===== src/rtl/endpoint_cache_arbiter.sv =====
// Purpose : round-robin N-port arbiter sharing one endpoint cache port (TX or RX cache) between
//           the host bus and packet FSMs. It adds a burst cap, bounds checking and per-port
//           write protection.
// Latency : a grant takes 1 cycle (an IDLE cycle with no cache access). After that the owner's
//           request is forwarded combinationally to the cache.
// Backpressure: a port is stalled while it is active and is not the owner. The owner sees cache_stall.
// Ports   : clk, n_rst (async active-low)
//           req_ren/req_wen/req_addr/req_wdata/req_strobe -> per-port requests
//           req_rdata/req_error/req_stall                 <- per-port responses
//           cache_ren/cache_wen/cache_addr/cache_wdata/cache_strobe -> cache request
//           cache_rdata/cache_error/cache_stall                     <- cache response
//           owner/owner_valid                             -> current grant
module endpoint_cache_arbiter #(
  parameter int                   NUM_PORTS       = 3,
  parameter int                   CACHE_NUM_WORDS = 128,
  parameter int                   MAX_BURST       = 4,
  parameter logic [NUM_PORTS-1:0] RO_MASK         = '0,
  localparam int                  ADDR_WIDTH      = $clog2(4*CACHE_NUM_WORDS),
  localparam int                  OWNER_WIDTH     = $clog2(NUM_PORTS)
) (
  input  logic                                  clk,
  input  logic                                  n_rst,
  input  logic [NUM_PORTS-1:0]                  req_ren,
  input  logic [NUM_PORTS-1:0]                  req_wen,
  input  logic [NUM_PORTS-1:0][ADDR_WIDTH-1:0]  req_addr,
  input  logic [NUM_PORTS-1:0][31:0]            req_wdata,
  input  logic [NUM_PORTS-1:0][3:0]             req_strobe,
  output logic [NUM_PORTS-1:0][31:0]            req_rdata,
  output logic [NUM_PORTS-1:0]                  req_error,
  output logic [NUM_PORTS-1:0]                  req_stall,
  output logic                                  cache_ren,
  output logic                                  cache_wen,
  output logic [ADDR_WIDTH-1:0]                 cache_addr,
  output logic [31:0]                           cache_wdata,
  output logic [3:0]                            cache_strobe,
  input  logic [31:0]                           cache_rdata,
  input  logic                                  cache_error,
  input  logic                                  cache_stall,
  output logic [OWNER_WIDTH-1:0]                owner,
  output logic                                  owner_valid
);

  localparam int BURST_WIDTH = $clog2(MAX_BURST + 1);
  // One bit wider than the address so that a power-of-two cache depth still has a valid limit.
  // In that case no address can exceed the limit.
  localparam logic [ADDR_WIDTH:0] ADDR_LIMIT = (ADDR_WIDTH+1)'(4*CACHE_NUM_WORDS);
  localparam logic [31:0]         RDATA_IDLE = 32'hBAD1BAD1;

  typedef enum logic {IDLE, OWNED} state_t;

  state_t                  state, state_nxt;
  logic [OWNER_WIDTH-1:0]  owner_nxt, last_owner, last_owner_nxt, pick;
  logic [BURST_WIDTH-1:0]  burst_cnt, burst_cnt_nxt;
  logic [NUM_PORTS-1:0]    active, others;
  logic                    pick_vld, own_act, illegal, complete, burst_done;

  assign active      = req_ren | req_wen;
  assign owner_valid = (state == OWNED);

  // Round-robin scan starts at last_owner+1. The loop runs from the far end backwards, so the
  // nearest active port is the last one assigned and wins.
  always_comb begin
    pick     = '0;
    pick_vld = 1'b0;
    for (int k = NUM_PORTS; k >= 1; k--) begin
      if (active[(int'(last_owner) + k) % NUM_PORTS]) begin
        pick     = OWNER_WIDTH'((int'(last_owner) + k) % NUM_PORTS);
        pick_vld = 1'b1;
      end
    end
  end

  always_comb begin
    own_act    = active[owner];
    illegal    = own_act && (({1'b0, req_addr[owner]} >= ADDR_LIMIT) ||
                             (req_ren[owner] && req_wen[owner]) ||
                             (req_wen[owner] && RO_MASK[owner]));
    complete   = (state == OWNED) && own_act && (illegal || !cache_stall);
    burst_done = (int'(burst_cnt) + 1 >= MAX_BURST);
    others        = active;
    others[owner] = 1'b0;

    req_rdata    = {NUM_PORTS{RDATA_IDLE}};
    req_error    = '0;
    req_stall    = active;
    cache_ren    = 1'b0;
    cache_wen    = 1'b0;
    cache_addr   = '0;
    cache_wdata  = '0;
    cache_strobe = '0;

    if (state == OWNED && own_act) begin
      if (illegal) begin
        // The illegal access is rejected without touching the cache. It still retires in one cycle.
        req_error[owner] = 1'b1;
        req_stall[owner] = 1'b0;
      end else begin
        cache_ren        = req_ren[owner];
        cache_wen        = req_wen[owner];
        cache_addr       = req_addr[owner];
        cache_wdata      = req_wdata[owner];
        cache_strobe     = req_strobe[owner];
        req_rdata[owner] = cache_rdata;
        req_error[owner] = cache_error;
        req_stall[owner] = cache_stall;
      end
    end
  end

  always_comb begin
    state_nxt      = state;
    owner_nxt      = owner;
    last_owner_nxt = last_owner;
    burst_cnt_nxt  = burst_cnt;
    case (state)
      IDLE: begin
        if (pick_vld) begin
          state_nxt      = OWNED;
          owner_nxt      = pick;
          last_owner_nxt = pick;
          burst_cnt_nxt  = '0;
        end
      end
      OWNED: begin
        if (!own_act) begin
          // Owner dropped its request, possibly mid-stall. The access is abandoned.
          state_nxt = IDLE;
        end else if (complete) begin
          if (burst_done) begin
            // The owner yields only when someone is waiting. Otherwise the counter stays at
            // the cap, so the owner yields on its next completion once a waiter appears.
            if (|others) state_nxt = IDLE;
          end else begin
            burst_cnt_nxt = burst_cnt + 1'b1;
          end
        end
      end
      default: state_nxt = IDLE;
    endcase
  end

  always_ff @(posedge clk or negedge n_rst) begin
    if (!n_rst) begin
      state      <= IDLE;
      owner      <= '0;
      last_owner <= OWNER_WIDTH'(NUM_PORTS - 1);
      burst_cnt  <= '0;
    end else begin
      state      <= state_nxt;
      owner      <= owner_nxt;
      last_owner <= last_owner_nxt;
      burst_cnt  <= burst_cnt_nxt;
    end
  end

endmodule


===== config.mk =====
export PLATFORM = sky130hd
export DESIGN_NAME = endpoint_cache_arbiter
export DESIGN_NICKNAME = d
export VERILOG_FILES = /design/src/rtl/endpoint_cache_arbiter.sv
export SDC_FILE = /design/constraint.sdc
export NUM_CORES = 1
export LEC_CHECK = 0
export BUFFER_PORTS_ARGS = -buffer_cell sky130_fd_sc_hd__buf_2
export CORE_AREA = 3 3 127 129
export DETAILED_ROUTE_END_ITERATION = 10
export DIE_AREA = 0 0 130 132
export PLACE_DENSITY_LB_ADDON = 0.05
export SLEW_MARGIN = 40
export SYNTH_ARGS = -nofsm -noshare
export SYNTH_HDL_FRONTEND = slang
export SYNTH_SLANG_ARGS = --single-unit

===== constraint.sdc =====
create_clock -name clk -period 3.1 [get_ports clk]
set_clock_uncertainty 0.2 [all_clocks]
set_input_delay 0.155 -clock clk [delete_from_list [all_inputs] [get_ports clk]]
set_output_delay 0.155 -clock clk [all_outputs]
set_load 0.05 [all_outputs]

==> reports/metrics.yaml, run 1 <==
status:
  run_status: "complete, no violations"
global_route:
  grt_pass1_vias: 3565
  grt_max_degree: 36
  grt.total_usage_pct: 13.6
  grt_remaining_overflow: 0
  grt_pass1_wl_um: 18800
  grt_antenna_before_repair: 0
clocking:
  cts_buffer_depth: 2
  cts_tree: "done"
  cts.sinks: 7
  clkTransAtPathRegs_ps: 40
  cts_resized: 0
  htree_levels: 1
  clock_latency_ps: 230
  cts-root-buf: "clkbuf_16"
  cts-buffers-inserted: 3
synth:
  async_flop_share_pct: 100
  synth_ff_type: "dfrtp_1"
  syn_nets: 545
  yosysTopAreaCellShare_pct: 15.2
  synth_edf_count: 0
  synth_area_leader_cell: "mux2i_1"
  synthTopCellsByArea: "mux2i_1 (15%), nand2b_1 (15%), nor2_1 (14%), and2_1 (11%), a21oi_1 (8.3%)"
  ys_seq_area_share_pct: 7.66
  synth.avg_cell_area_um2: 6.31
  synth.cell_area_um2: 2300
  ys_warn_count: 0
  synthesis.instances: 365
  ys_seq_elements: 7
  ys_types: 37
sta:
  worst_pin_slew_ps: 424
  fmax_ghz: 0.360
  fin_tns_setup_ps: 0
  rsz0062_at_grt: "false"
  slew_viol_final: 0
  period_needed_ps: 2780
  post-route-period-util_pct: 89.6
  finalHoldViolations: 0
  setup_viol: 0
  fin_ws_ps: 322
  slew-limit-headroom_pct: 71.5
route:
  drt_iter0_markers: 145
  vias: 3786
  dr.pass1.iters: 5
  wl_um: 13100
  antenna_left: 0
  vias_per_cell: 4.34
  avgRoutedWirePerCell_um: 15.0
  drc: 0
placed_design:
  gp_congestion: 0.780
  io_buffers: 328
  dp_hpwl_um: 11100
  placedCellCount: 868
  dpl_worst_slack_ps: 528
cells_and_area:
  nFillCells: 1714
  drive_gt1_share_pct: 52.7
  multi_input_area_um2: 1990
  nNetsFinal: 866
  finalNonFillerCells: 873
  diodes: 0
  register_area_um2: 178
  area_growth_syn_to_layout_pct: 85.4
worst_setup_path:
  path_class: "flop to output pin"
  cp-start-kind: "flop"
  crit_arrival_ps: 2420
  r2r_start: "owner[0]"
  crit_path_max_fanout: 35
  endpoint_kind: "output pin"
  worstSetupStartpoint: "owner[0]"
  worstPathRequired_ps: 2740
  reg2reg_depth: 7
floorplanning:
  die-area_um2: 17200
  rows: 45
  core_um2: 15100
  io_pins: 329
  initial_core_util_pct: 15.2
  die_w_um: 130
  die_h_um: 132
flow_run:
  max_cap_viol_count: 0
pwr:
  p_per_area_nw_per_um2: 1100
  ir_drop_v: 0.000415
  cellLeakagePower_uw: 0.00228
min_path:
  hold_class: "primary input to async pin"
[flip-flops by register name, summed over array words and instances, names as in the netlist]
register,count
owner,2
last_owner,1
owner_valid,1
burst_cnt,3
[placed cells by master, fill, tap and decap left out, types with 2 or more instances in the layout]
| cell type | Yosys | final |
|---|---|---|
| buf_2 | 15 | 328 |
| mux2i_1 | 35 | 35 |
| nand3_1 | 3 | 3 |
| mux2_2 | 2 | 2 |
| ha_1 | 3 | 3 |
| nor2b_2 | 2 | 2 |
| nor2b_1 | 3 | 2 |
| o21ai_0 | 7 | 7 |
| clkbuf_16 | 0 | 3 |
| dfrtp_1 | 6 | 5 |
| maj3_1 | 2 | 2 |
| inv_1 | 4 | 4 |
| nand2_1 | 15 | 15 |
| nor2_1 | 86 | 86 |
| a222oi_1 | 12 | 12 |
| a21oi_1 | 38 | 38 |
| nor3_1 | 4 | 4 |
| nand2b_1 | 54 | 54 |
| buf_4 | 2 | 17 |
| and2_1 | 42 | 42 |
[synthesized netlist by cell type, types with 2 or more instances]
master	number
a21oi_1	38
a222oi_1	12
and2_1	42
buf_1	2
buf_2	15
buf_4	2
clkbuf_1	11
dfrtp_1	6
ha_1	3
inv_1	4
maj3_1	2
mux2_2	2
mux2i_1	35
nand2_1	15
nand2b_1	54
nand3_1	3
nor2_1	86
nor2b_1	3
nor2b_2	2
nor3_1	4
nor3b_1	2
o21ai_0	7
[stage by stage]
| step | hold WS [ps] | power, µW | cell area, µm² | util [%] |
|---|---|---|---|---|
| finish | 98.0 | 4680 | 4270 | 28.2 |
| global route | 124 | 4990 | 4270 | 28.2 |
| CTS | 113 | 4750 | 4270 | 28.2 |
| detailed placement | -201 | 4520 | 4180 | 27.6 |
| global placement | -197 | 4550 | 4180 | 27.6 |
| floorplan | -341 | 3470 | 2300 | - |
[path summary, 6_finish.rpt]
| kind | end | slack [ps] |
|---|---|---|
| setup reg to reg | owner[1] | 580 |
| hold / removal | burst_cnt[0] | 100 |
| hold reg to reg | last_owner[1] | 280 |
| setup / recovery | cache_ren | 320 |
| min in group clk | owner_valid | 240 |
| max in group asynchronous | last_owner[1] | 2370 |
[power breakdown]
group	leakage, µW	switching [µW]	internal, µW	total (µW)
registers	0.0000853	49.0	130	179
clock network	0.0000382	46.9	171	218
logic	0.00215	3230	1060	4290
[cells by family (layout without fill, tap and decap cells)]
family,count (synthesis),count (layout),synth area share (%)
AND/OR/NAND/NOR,218,218,48.9
AO/OA/AOI/OAI,64,64,18.1
multiplexers,37,37,16.2
buffers and inverters,34,354,6.68
flip-flops,7,7,7.66
adder cells (fa/ha/maj),5,5,2.50
[critical path, stage by stage, from the launching register on]
cell	delay [ps]
dfrtp_1	470
nor2b_4	290
buf_4	290
nand2_1	70
and4_1	260
o21ai_2	70
buf_4	360
nor2_1	130
buf_2	240
[repair_timing]
item	CTS	global route
buffers inserted	0	0
hold buffers	1	0
endpoints found under the hold margin	7	0
[layout make-up]
type                       instances  share of cell area [%]
tap                              188                    5.51
inverter                           4                   0.351
timing repair buffer             346                    41.7
sequential                         7                    4.16
multi-input combinational        324                    46.5
clock buffer                       4                    1.85
[routing by layer]
metal | GRT usage (%) | share of wire, %
met4 | 2.31 | 1.2
met1 | 14.5 | 36
met5 | 0 | 0
met2 | 27.4 | 55
met3 | 2.59 | 8.3
Note: power is estimated with default switching activity, not from simulation.
==> run 2, diff against run 1 <==
--- a/config.mk
+++ b/config.mk
@@ -6,9 +6,11 @@
 export NUM_CORES = 1
 export LEC_CHECK = 0
 export BUFFER_PORTS_ARGS = -buffer_cell sky130_fd_sc_hd__buf_2
-export CORE_AREA = 3 3 127 129
+export CELL_PAD_IN_SITES_DETAIL_PLACEMENT = 1
+export CELL_PAD_IN_SITES_GLOBAL_PLACEMENT = 1
+export CORE_AREA = 3 3 128 130
 export DETAILED_ROUTE_END_ITERATION = 10
-export DIE_AREA = 0 0 130 132
+export DIE_AREA = 0 0 131 133
 export PLACE_DENSITY_LB_ADDON = 0.05
 export SLEW_MARGIN = 40
 export SYNTH_ARGS = -nofsm -noshare
==> reports/metrics.yaml, run 2 (synthesis gave the netlist of run 1 again) <==
route:
  dr.pass1.iters: 7  # +2
  wl_um: 16000  # +22%
  drc: 0  # unchanged
  antenna_left: 0  # unchanged
  vias_per_cell: 4.36  # +0.51%
  vias: 3897  # +2.9%
  avgRoutedWirePerCell_um: 17.8  # +19%
  drt_iter0_markers: 120  # -17%
global_route:
  grt_remaining_overflow: 0  # unchanged
  grt_max_degree: 36  # unchanged
  grt_pass1_wl_um: 22600  # +20%
  grt.total_usage_pct: 16.4  # +2.8 points
  grt_pass1_vias: 3946  # +11%
  grt_antenna_before_repair: 1  # +1
clocking:
  cts.sinks: 7  # unchanged
  cts_setup_buffers: 0  # unchanged
  htree_levels: 1  # unchanged
  cts_buffer_depth: 2  # unchanged
  clkTransAtPathRegs_ps: 40  # about the same
  clock_latency_ps: 230  # about the same
  cts_tree: "done"
  cts-root-buf: "clkbuf_16"
  cts-buffers-inserted: 3  # unchanged
floorplanning:
  die-area_um2: 17400  # +1.5%
  die_h_um: 133  # +0.76%
  io_pins: 329  # unchanged
  die_w_um: 131  # +0.77%
  initial_core_util_pct: 15.1  # -0.11 points
  rows: 45  # unchanged
  core_um2: 15300  # +0.74%
placed_design:
  gp_congestion: 0.815  # +4.5%
  placedCellCount: 888  # +2.3%
  dp_hpwl_um: 13600  # +23%
  io_buffers: 328  # unchanged
sta:
  slew-limit-headroom_pct: 58.4  # -13 points
  post-route-period-util_pct: 92.7  # +3.1 points
  worst_pin_slew_ps: 622  # +198 ps
  period_needed_ps: 2870  # +96.1 ps
  fmax_ghz: 0.348  # -3.3%
  finalHoldViolations: 0  # unchanged
  slew_viol_final: 0  # unchanged
  rsz0062_at_grt: "false"
  setup_viol: 0  # unchanged
  holdWs_ps: 106  # +7.74 ps
  fin_tns_setup_ps: 0  # unchanged
worst_setup_path:
  worstPathRequired_ps: 2740  # about the same
  crit_path_max_fanout: 32  # -8.6%
  r2r_start: "owner[0]"
  cp-start-kind: "flop"
  r2r_slack_ps: 450  # -130 ps
  reg2reg_depth: 8  # +1
  endpoint_kind: "output pin"
  path_class: "flop to output pin"
  crit_arrival_ps: 2520  # +100 ps
  reg2reg_to: "owner[1]"
cells_and_area:
  largest-register: "burst_cnt"
  top_regs: "burst_cnt: 3 flops, owner: 2 flops"
  layout_commonest_cell: "buf_2"
  layout_common_cells: "buf_2 (326), nor2_1 (86), nand2b_1 (54)"
  largest_register_ffs: 3  # unchanged
  drive_gt1_share_pct: 52.6  # -0.061 points
  area_growth_syn_to_layout_pct: 87.5
  nNetsFinal: 863  # -0.35%
  finalNonFillerCells: 894  # +2.4%
status:
  run_status: "complete, no violations"
pwr:
  ir_drop_v: 0.000384  # -7.6%
  cellLeakagePower_uw: 0.00227  # -0.32%
  p_per_area_nw_per_um2: 1120  # +1.8%
flow_run:
  max_cap_viol_count: 0  # unchanged
min_path:
  hold_class: "primary input to async pin"
==> run 2: cell types whose count changed in the layout (fill, tap and decap cells not counted), sizes merged <==
| cell | previous run | this run |
|---|---|---|
| diode | 0 | 1 |
| buf | 345 | 342 |
==> run 2: cell type report <==
class / instances / area [µm²]
multi-input cells: 324 / 1990
diodes: 1 / 2.50
well taps: 211 / 264
flip-flops and latches: 7 / 178
fillers: 1995 / 10900
inverters: 4 / 15.0
repair buffers: 343 / 1790
clock buffers: 4 / 78.8
==> run 2: per-layer routing <==
metal / vias up / track usage [%] / part of all wire, %
li1: 1866 / - / -
met1: 1819 / 18.6 / 37
met2: 208 / 31.5 / 53
met3: 4 / 3.84 / 9.6
met4: 0 / 1.83 / 0.39
met5: - / 0 / 0
==> run 2: stage by stage <==
step	cell area (µm²)	power (µW)	util (%)	setup slack, ps
floorplan	2300	3470	-	51.6
global placement	4220	4660	27.7	405
detailed placement	4220	4680	27.7	370
CTS	4310	4910	28.2	121
global route	4320	5140	28.3	46.8
finish	4320	4820	28.3	226
==> run 2: report_power, final <==
part / internal (µW) / leakage, µW / switching [µW]
Sequential: 130 / 0.0000853 / 47.2
Combinational: 1090 / 0.00215 / 3340
Clock: 171 / 0.0000382 / 44.3
Total: 1390 / 0.00227 / 3430
==> run 2: critical path: stages (launching register included) <==
cell and delay (ps):
dfrtp_1 430, inv_1 210, nand2_1 130, nor3_2 490, nor2b_2 250, buf_4 310
and2_1 170, buf_2 270
==> run 2: what timing repair did <==
action | in CTS | in global routing
hold endpoints to repair | 7 | 0
hold buffers | 1 | 0
resized for setup | 0 | 1
endpoints found under the setup margin | 0 | 3
==> run 2: how the worst max path moves through the flow <==
stage                        start              end  slack, ps  depth (start not counted)
after floorplan           owner[1]     req_error[1]         50                          7
after global placement    owner[1]  cache_wdata[16]        400                          8
after detailed placement  owner[0]    req_rdata[35]        370                          7
after CTS                 owner[0]    req_rdata[35]        120                          7
after global routing      owner[0]     req_rdata[2]         50                          7
final                     owner[0]     req_rdata[5]        230                          7
